`config.mk`:
```
export PLATFORM = sky130hd
export DESIGN_NAME = commit_trace_buffer
export DESIGN_NICKNAME = d
export VERILOG_FILES = /design/src/rtl/commit_trace_buffer.sv
export SDC_FILE = /design/constraint.sdc
export NUM_CORES = 1
export LEC_CHECK = 0
export CAP_MARGIN = 20
export CORE_UTILIZATION = 40
export CTS_CLUSTER_SIZE = 28
export DETAILED_ROUTE_END_ITERATION = 10
export GPL_TIMING_DRIVEN = 0
export HOLD_SLACK_MARGIN = 0.12
export SYNTH_ARGS = -nofsm -noshare
export SYNTH_HDL_FRONTEND = slang
export SYNTH_SLANG_ARGS = --single-unit
```
`constraint.sdc`:
```
create_clock -name clk -period 16.9 [get_ports clk]
set_clock_uncertainty 0.15 [all_clocks]
set_input_delay 1.69 -clock clk [delete_from_list [all_inputs] [get_ports clk]]
set_output_delay 1.69 -clock clk [all_outputs]
set_load 0.02 [all_outputs]
```
`src/rtl/commit_trace_buffer.sv`:
```
// Commit trace buffer: classifies retiring instructions into numbered trace records and queues them for a consumer.
// Optional per-record cycle stamping is enabled by defining COMMIT_TRACE_CYCLE_EN.
module commit_trace_buffer #(
    parameter int DEPTH = 8,
    parameter int CNT_W = 32
) (
    input  logic             clk,
    input  logic             rst,
    input  logic             cm_valid,
    input  logic [15:0]      cm_pc,
    input  logic [15:0]      cm_inst,
    input  logic             cm_regwrt,
    input  logic [2:0]       cm_wrreg,
    input  logic [15:0]      cm_wrdata,
    input  logic             cm_memrd,
    input  logic             cm_memwrt,
    input  logic [15:0]      cm_memaddr,
    input  logic [15:0]      cm_memdata,
    input  logic             cm_halt,
    output logic             rec_valid,
    input  logic             rec_ready,
    output logic [2:0]       rec_kind,
    output logic [CNT_W-1:0] rec_inum,
    output logic [15:0]      rec_pc,
    output logic [2:0]       rec_reg,
    output logic [15:0]      rec_wdata,
    output logic [15:0]      rec_addr,
    output logic [15:0]      rec_mdata,
    output logic [31:0]      rec_cycle,
    output logic [CNT_W-1:0] inst_count,
    output logic             overflow,
    output logic             err,
    output logic             done
);
    localparam int AW = $clog2(DEPTH);
    localparam logic [AW:0] FULL_CNT = (AW + 1)'(DEPTH);

    localparam logic [2:0] K_REG     = 3'd0;
    localparam logic [2:0] K_LD      = 3'd1;
    localparam logic [2:0] K_STU     = 3'd2;
    localparam logic [2:0] K_ST      = 3'd3;
    localparam logic [2:0] K_NOP     = 3'd4;
    localparam logic [2:0] K_HALT    = 3'd5;
    localparam logic [2:0] K_ILLEGAL = 3'd7;

    typedef enum logic [1:0] {RUN, DRAIN, DONE} state_t;

    typedef struct packed {
        logic [2:0]       kind;
        logic [CNT_W-1:0] inum;
        logic [15:0]      pc;
        logic [2:0]       rg;
        logic [15:0]      wdata;
        logic [15:0]      addr;
        logic [15:0]      mdata;
`ifdef COMMIT_TRACE_CYCLE_EN
        logic [31:0]      cycle;
`endif
    } rec_t;

    state_t         state, state_next;
    rec_t           mem [DEPTH];
    rec_t           new_rec, last_rec, head;
    logic [AW-1:0]  wptr, rptr;
    logic [AW:0]    count, count_next;
    logic           capture, full, empty, push, pop, drop;
    logic           unused_inst;

    assign unused_inst = ^cm_inst;

`ifdef COMMIT_TRACE_CYCLE_EN
    logic [31:0] cycle_cnt;

    always_ff @(posedge clk) begin
        if (rst) cycle_cnt <= '0;
        else     cycle_cnt <= cycle_cnt + 32'd1;
    end
`endif

    // Priority classification; fields a record kind does not use are stored as zero.
    always_comb begin
        new_rec      = '0;
        new_rec.pc   = cm_pc;
        new_rec.inum = inst_count;
`ifdef COMMIT_TRACE_CYCLE_EN
        new_rec.cycle = cycle_cnt;
`endif
        if (cm_halt) begin
            new_rec.kind = K_HALT;
        end else if (cm_memrd && cm_memwrt) begin
            new_rec.kind = K_ILLEGAL;
        end else if (cm_regwrt && cm_memwrt) begin
            new_rec.kind  = K_STU;
            new_rec.rg    = cm_wrreg;
            new_rec.wdata = cm_wrdata;
            new_rec.addr  = cm_memaddr;
            new_rec.mdata = cm_memdata;
        end else if (cm_regwrt && cm_memrd) begin
            new_rec.kind  = K_LD;
            new_rec.rg    = cm_wrreg;
            new_rec.wdata = cm_wrdata;
            new_rec.addr  = cm_memaddr;
        end else if (cm_regwrt) begin
            new_rec.kind  = K_REG;
            new_rec.rg    = cm_wrreg;
            new_rec.wdata = cm_wrdata;
        end else if (cm_memwrt) begin
            new_rec.kind  = K_ST;
            new_rec.addr  = cm_memaddr;
            new_rec.mdata = cm_memdata;
        end else begin
            new_rec.kind = K_NOP;
        end
    end

    assign capture = (state == RUN) && cm_valid;
    assign full    = (count == FULL_CNT);
    assign empty   = (count == '0);
    assign pop     = !empty && rec_ready;
    // A full FIFO still accepts a push when the head is leaving in the same cycle.
    assign push    = capture && (!full || pop);
    assign drop    = capture && full && !pop;

    always_comb begin
        count_next = count;
        case ({push, pop})
            2'b10:   count_next = count + 1'b1;
            2'b01:   count_next = count - 1'b1;
            default: count_next = count;
        endcase
    end

    always_ff @(posedge clk) begin
        if (push) mem[wptr] <= new_rec;
    end

    always_ff @(posedge clk) begin
        if (rst) begin
            wptr       <= '0;
            rptr       <= '0;
            count      <= '0;
            inst_count <= '0;
            overflow   <= 1'b0;
            err        <= 1'b0;
            last_rec   <= '0;
        end else begin
            count <= count_next;
            if (push) begin
                wptr       <= wptr + 1'b1;
                inst_count <= inst_count + 1'b1;
                if (new_rec.kind == K_ILLEGAL) err <= 1'b1;
            end
            if (pop) begin
                rptr     <= rptr + 1'b1;
                last_rec <= mem[rptr];
            end
            if (drop) overflow <= 1'b1;
        end
    end

    // An empty FIFO keeps presenting the most recently consumed record.
    assign head      = empty ? last_rec : mem[rptr];
    assign rec_valid = !empty;
    assign rec_kind  = head.kind;
    assign rec_inum  = head.inum;
    assign rec_pc    = head.pc;
    assign rec_reg   = head.rg;
    assign rec_wdata = head.wdata;
    assign rec_addr  = head.addr;
    assign rec_mdata = head.mdata;
`ifdef COMMIT_TRACE_CYCLE_EN
    assign rec_cycle = head.cycle;
`else
    assign rec_cycle = 32'd0;
`endif

    always_ff @(posedge clk) begin
        if (rst) state <= RUN;
        else     state <= state_next;
    end

    // A halt ends capture even if its record was dropped on a full FIFO.
    always_comb begin
        state_next = state;
        case (state)
            RUN:     if (capture && cm_halt) state_next = DRAIN;
            DRAIN:   if (count_next == '0)   state_next = DONE;
            DONE:    state_next = DONE;
            default: state_next = RUN;
        endcase
    end

    always_comb begin
        done = (state == DONE);
    end

endmodule

```
[Word level (Yosys, flattened, before mapping)]
Memory sizes are Yosys's and may differ from the RTL's. A register that Yosys moved wholly into a read port is not among the register bits.
Index checks and enable logic that the tools add are counted.
Storage, ports and cells
  register bits after elaboration: 148
  latch bits: 0
  bits in writable memories: 816
  bits in read-only memories: 0
  bits of input ports: 91
  output and inout bits: 170
  logic and storage cells: 69
  memories kept: 1
Memory list
  mem: depth 8, bits a word 102, read ports 1, clocked after memory_dff 1, wr ports 1, RTL line 62  | rec_t mem [DEPTH];
Operators by class
  add/sub/neg operators: 5
  $mul: 0
  div/mod/pow operators: 0
  order comparisons: 0
  eq/ne operators: 8
  shift-type cells: 0
  multiplexer cells: 23
  bitwise operators: 0
  reduce and logical (&&, ||, !) cells: 18
Operators by type and width (number)
  two-way mux 51 bit: 3
  two-way mux 102 bit: 1
  two-way mux 32 bit: 2
  two-way mux 35 bit: 1
  adder 32 x 1 -> 32 bit (second input constant): 1
  two-way mux 3 bit: 8
  two-way mux 19 bit: 1
  two-way mux 16 bit: 1
  logical AND 1 bit: 9
  zero test 4 bit: 2
  one-hot mux 4 bit (2 select lines): 1
  adder 3 x 1 -> 3 bit (second input constant): 2
  one-hot mux 2 bit (3 select lines): 1
  adder 4 x 1 -> 4 bit (second input constant): 1
  equality test 2 x 1 -> 1 bit (second input constant): 2
  equality test 2 bit (second input constant): 2
  equality test 4 bit (second input constant): 1
  two-way mux 2 bit: 2
  AND reduction 2 bit: 2
  subtractor 4 x 1 -> 4 bit (second input constant): 1
  equality test 3 bit (second input constant): 1
  zero test 1 bit: 3
  zero test 2 bit: 1
  two-way mux 1 bit: 2
  other kinds (3): 3

[Depth between registers and ports, before layout]
  depth after elaboration: 10
  depth in mapped cells: 13
  mapped depth without buffers: 11

[Least setup slack after synthesis]
Ideal clock, no wire load.
  path kind: input to register
  start point: input port rec_ready
  end point: memory mem[1][0] (netlist bit) (enable)
  setup time: 0.849 ns
  arrival: 12.623 ns
  data required time: 15.901 ns
  path slack: 3.278 ns
  stages on the path: 4
  buffers on the path: 1
  cells stage by stage: clkbuf_2 -> or2b_2 -> o21ai_2 -> nor4b_1
Between the ends
  word-level cells in the longest chain between the ends: 5
RTL lines
  start: declaration: RTL line 21  | input logic rec_ready,
  logical AND 1 bit: RTL line 119  | assign pop = !empty && rec_ready;
  logical OR 1 bit: RTL line 121  | assign push = capture && (!full || pop);
  logical AND 1 bit: RTL line 121
  two-way mux 1 bit: RTL line 134  | if (push) mem[wptr] <= new_rec;
  two-way mux 1 bit (implied by the code): RTL line 134
  end: declaration: RTL line 62
No other way between the ends.

==> impl_metrics.tcl <==
set metrics [dict create \
    post_synth_fa_ha_maj_area_fraction_pct 0.2597 \
    synthXorXnorAreaFrac_pct 0.6135 \
    netlist-cell-type-count 50 \
    wl_per_cell_um 24.34 \
    maxClockFrequency_mhz 156.8 \
    gp_routability_congestion 0.7418 \
    fin_crit_sh_pct 37.73 \
    worst_ep_arrival_time_ps 4540 \
    grt_max_degree 23 \
    hold_slack_ps 351.7 \
    postSynthAreaPerCell_um2 17.88 \
    report.final.setup_viol 0 \
    multi_input_area_um2 10020 \
    grt_util_all_layers_pct 19.67 \
    synth_largest_type_area_fraction_pct 63.57 \
    status "finished, final reports clean" \
    synth_simple_gate_area_share_pct 4.674 \
    fin_nets 2718 \
    seq_area_frac_synth_pct 71.41 \
    design.core.area_um2 95290 \
    cts.root.buffer_cell "sky130_fd_sc_hd__clkbuf_16" \
    drt_first_pass_iters 7 \
    grt-ovfl-total 0 \
    startpoint_class_of_the_critical_path "register" \
    cp-end-kind "output port" \
    design.die.area_um2 97610 \
    n_fill_cell 7964 \
    flip_flop_and_latch_count_after_synthesis 967 \
    asyncSetResetFlopFracSynth_pct 0 \
    timing_max_transition_violations_final 0 \
    whs_path_depth 2 \
    initial_antenna_violation_count 3 \
    final-instance-count-excl-fill 3966 \
    fin_crit_ps 6377 \
    critPathMostFrequentCell "sky130_fd_sc_hd__clkbuf_1" \
    drt.antenna.violating_nets 0 \
    maxCapViolCount 0 \
    synth_top_flop_cell "sky130_fd_sc_hd__edfxtp_1" \
    cts_tree "done" \
    drt_wl_total_um 96520 \
    synthDominantAreaCellType "sky130_fd_sc_hd__edfxtp_1" \
    yosysWarningCount 0 \
    synth_area_leaders "sky130_fd_sc_hd__edfxtp_1 64%, sky130_fd_sc_hd__mux4_2 12%, sky130_fd_sc_hd__dfxtp_1 7.8%" \
    muxShareOfSynthArea_pct 14.65 \
    critical-path-max-stage-delay_ps 930 \
    timing.setup.critical_path_class "register to output port" \
    cts.htree.levels 3 \
    first_global_vias 21690 \
    clock_path_buffers 3 \
    numPlacedInstances 3787 \
    drive_gt1_share_pct 25.79 \
    crit_required_ps 15060 \
    initial_core_util_pct 40.45 \
    p_leak_uw 0.01501 \
    cts-hold-fix-buffers 0 \
    max-slew-margin-rel_pct 19.91 \
    drc 0 \
    wire_length_of_the_first_global_routing_pass_um 142200 \
    cts.sinks 967 \
    dr.first_iter.drc_count 1797 \
    die_h_um 312.4 \
    final-seq-area_um2 27530 \
    insertion_delay_ps 650 \
    route.vias.total 21020 \
    path_cells "clkbuf_1 > clkbuf_1 > clkbuf_1 > mux4_2 > mux2i_1 > a21oi_1 > clkdlybuf4s50_1" \
    synth_edf_count 816 \
    synthTopCellsByCount "816 x sky130_fd_sc_hd__edfxtp_1, 242 x sky130_fd_sc_hd__nor2_1, 204 x sky130_fd_sc_hd__mux4_2" \
    crit_path_top_delay_cell "sky130_fd_sc_hd__clkbuf_1" \
    io_buffers 210 \
    critical_path_maximum_fanout 10 \
    fp.dieW_um 312.4 \
    ir_drop_v 0.00009054 \
    synth_area_um2 38540 \
    post-layout-total-power_uw 7599 \
    rows 113 \
    post-cts-setup-buffers 0 \
    synth_top_family_by_area "multiplexers" \
    cts_resized 0 \
    synthCells 2156 \
    estimated_wirelength_of_the_detail_placed_design_um 67020 \
    route.detailed.vias_per_inst 5.301 \
    holdCritPathClass "register to register" \
    clkSlewWorstSetupHoldPaths_ps 70 \
    synth_compound_area_share_pct 5.359 \
    post-synth-top-count-cell "sky130_fd_sc_hd__edfxtp_1" \
    unrepaired_setup_endpoints_after_global_routing "no" \
    worst-r2r-cell-count 11 \
    hold_violations 0 \
    syn2layout_area_growth_pct 21.66 \
    worst_slew_pin_slew_ps 1201 \
    cts_inserted_buffers 94 \
    powerDensity_nw_per_um2 162.0 \
    io_pins 261 \
]
-- power breakdown --
group,internal [µW],leakage (µW),switching [µW],total [µW]
Sequential,2810,0.00870,79.4,2890
Combinational,1070,0.00477,1490,2550
Clock,1270,0.00153,886,2150
Total,5150,0.0150,2450,7600
-- path summary, 6_finish.rpt --
kind,startpoint,to,slack (ps)
worst max register to register,state[0],mem[5][37],12990
worst min register to register,state[1],state[1],350
worst min-delay path,state[1],state[1],350
worst max-delay path,register,rec_mdata[15],10520
-- area by class of cell --
type	count	share of cell area (%)
clock inverter	43	1.089
sequential	967	58.70
multi-input combinational	1016	21.37
timing repair buffer	336	7.289
clock buffer	133	5.683
antenna	2	0.01067
inverter	9	0.07204
buffer	195	2.412
tap	1265	3.375
-- cell usage in the layout (no fill, tap or decap), types with 14 or more instances in the layout --
cell,n
sky130_fd_sc_hd__a211oi_2,101
sky130_fd_sc_hd__a21oi_1,120
sky130_fd_sc_hd__and2_1,54
sky130_fd_sc_hd__buf_2,27
sky130_fd_sc_hd__buf_4,118
sky130_fd_sc_hd__buf_6,72
sky130_fd_sc_hd__clkbuf_1,110
sky130_fd_sc_hd__clkbuf_16,99
sky130_fd_sc_hd__clkdlybuf4s50_1,210
sky130_fd_sc_hd__conb_1,32
sky130_fd_sc_hd__dfxtp_1,151
sky130_fd_sc_hd__edfxtp_1,816
sky130_fd_sc_hd__mux2i_1,105
sky130_fd_sc_hd__mux4_2,204
sky130_fd_sc_hd__nand2_1,25
sky130_fd_sc_hd__nor2_1,241
sky130_fd_sc_hd__o21ai_0,14
sky130_fd_sc_hd__xor2_1,18
-- per-layer routing --
| layer | up-vias | routed length [µm] | global-route usage (%) |
|---|---|---|---|
| met4 | 2 | 1671 | 4.612 |
| met3 | 107 | 4875 | 3.159 |
| met5 | - | 9 | 0 |
| li1 | 9309 | - | - |
| met2 | 585 | 48350 | 33.34 |
| met1 | 11020 | 41610 | 26.59 |
-- per-stage QoR --
stage / utilization [%] / instance area (µm²) / worst slack (ps) / setup TNS, ps
finish: 49.21 / 46890 / 10520 / 0
global route: 49.21 / 46890 / 10380 / 0
floorplan: - / 38660 / 3278 / 0
global placement: 44.44 / 42350 / -10100 / -4104860
CTS: 49.19 / 46880 / 10350 / 0
detailed placement: 45.86 / 43700 / 11060 / 0
-- cell families after synthesis --
family	after synthesis
multiplexers	309
flip-flops	967
adder cells (fa/ha/maj)	8
AND/OR/NAND/NOR	391
other	1
buffers and inverters	204
XOR/XNOR	27
AO/OA/AOI/OAI	249
-- state kept, by name, summed over array words and instances, names as in the netlist, named ones only --
register,cells
inst_count,32
mem,816
rptr,3
count,4
overflow,1
last_rec,102
state,2
err,1
wptr,3
-- critical path: cells and delay by family (launching register included) --
kind,cells,cell delay [ps]
AO/OA/AOI/OAI,1,250
flip-flops,1,300
buffers and inverters,4,2540
multiplexers,2,770
Note: power is estimated with default switching activity, not from simulation.
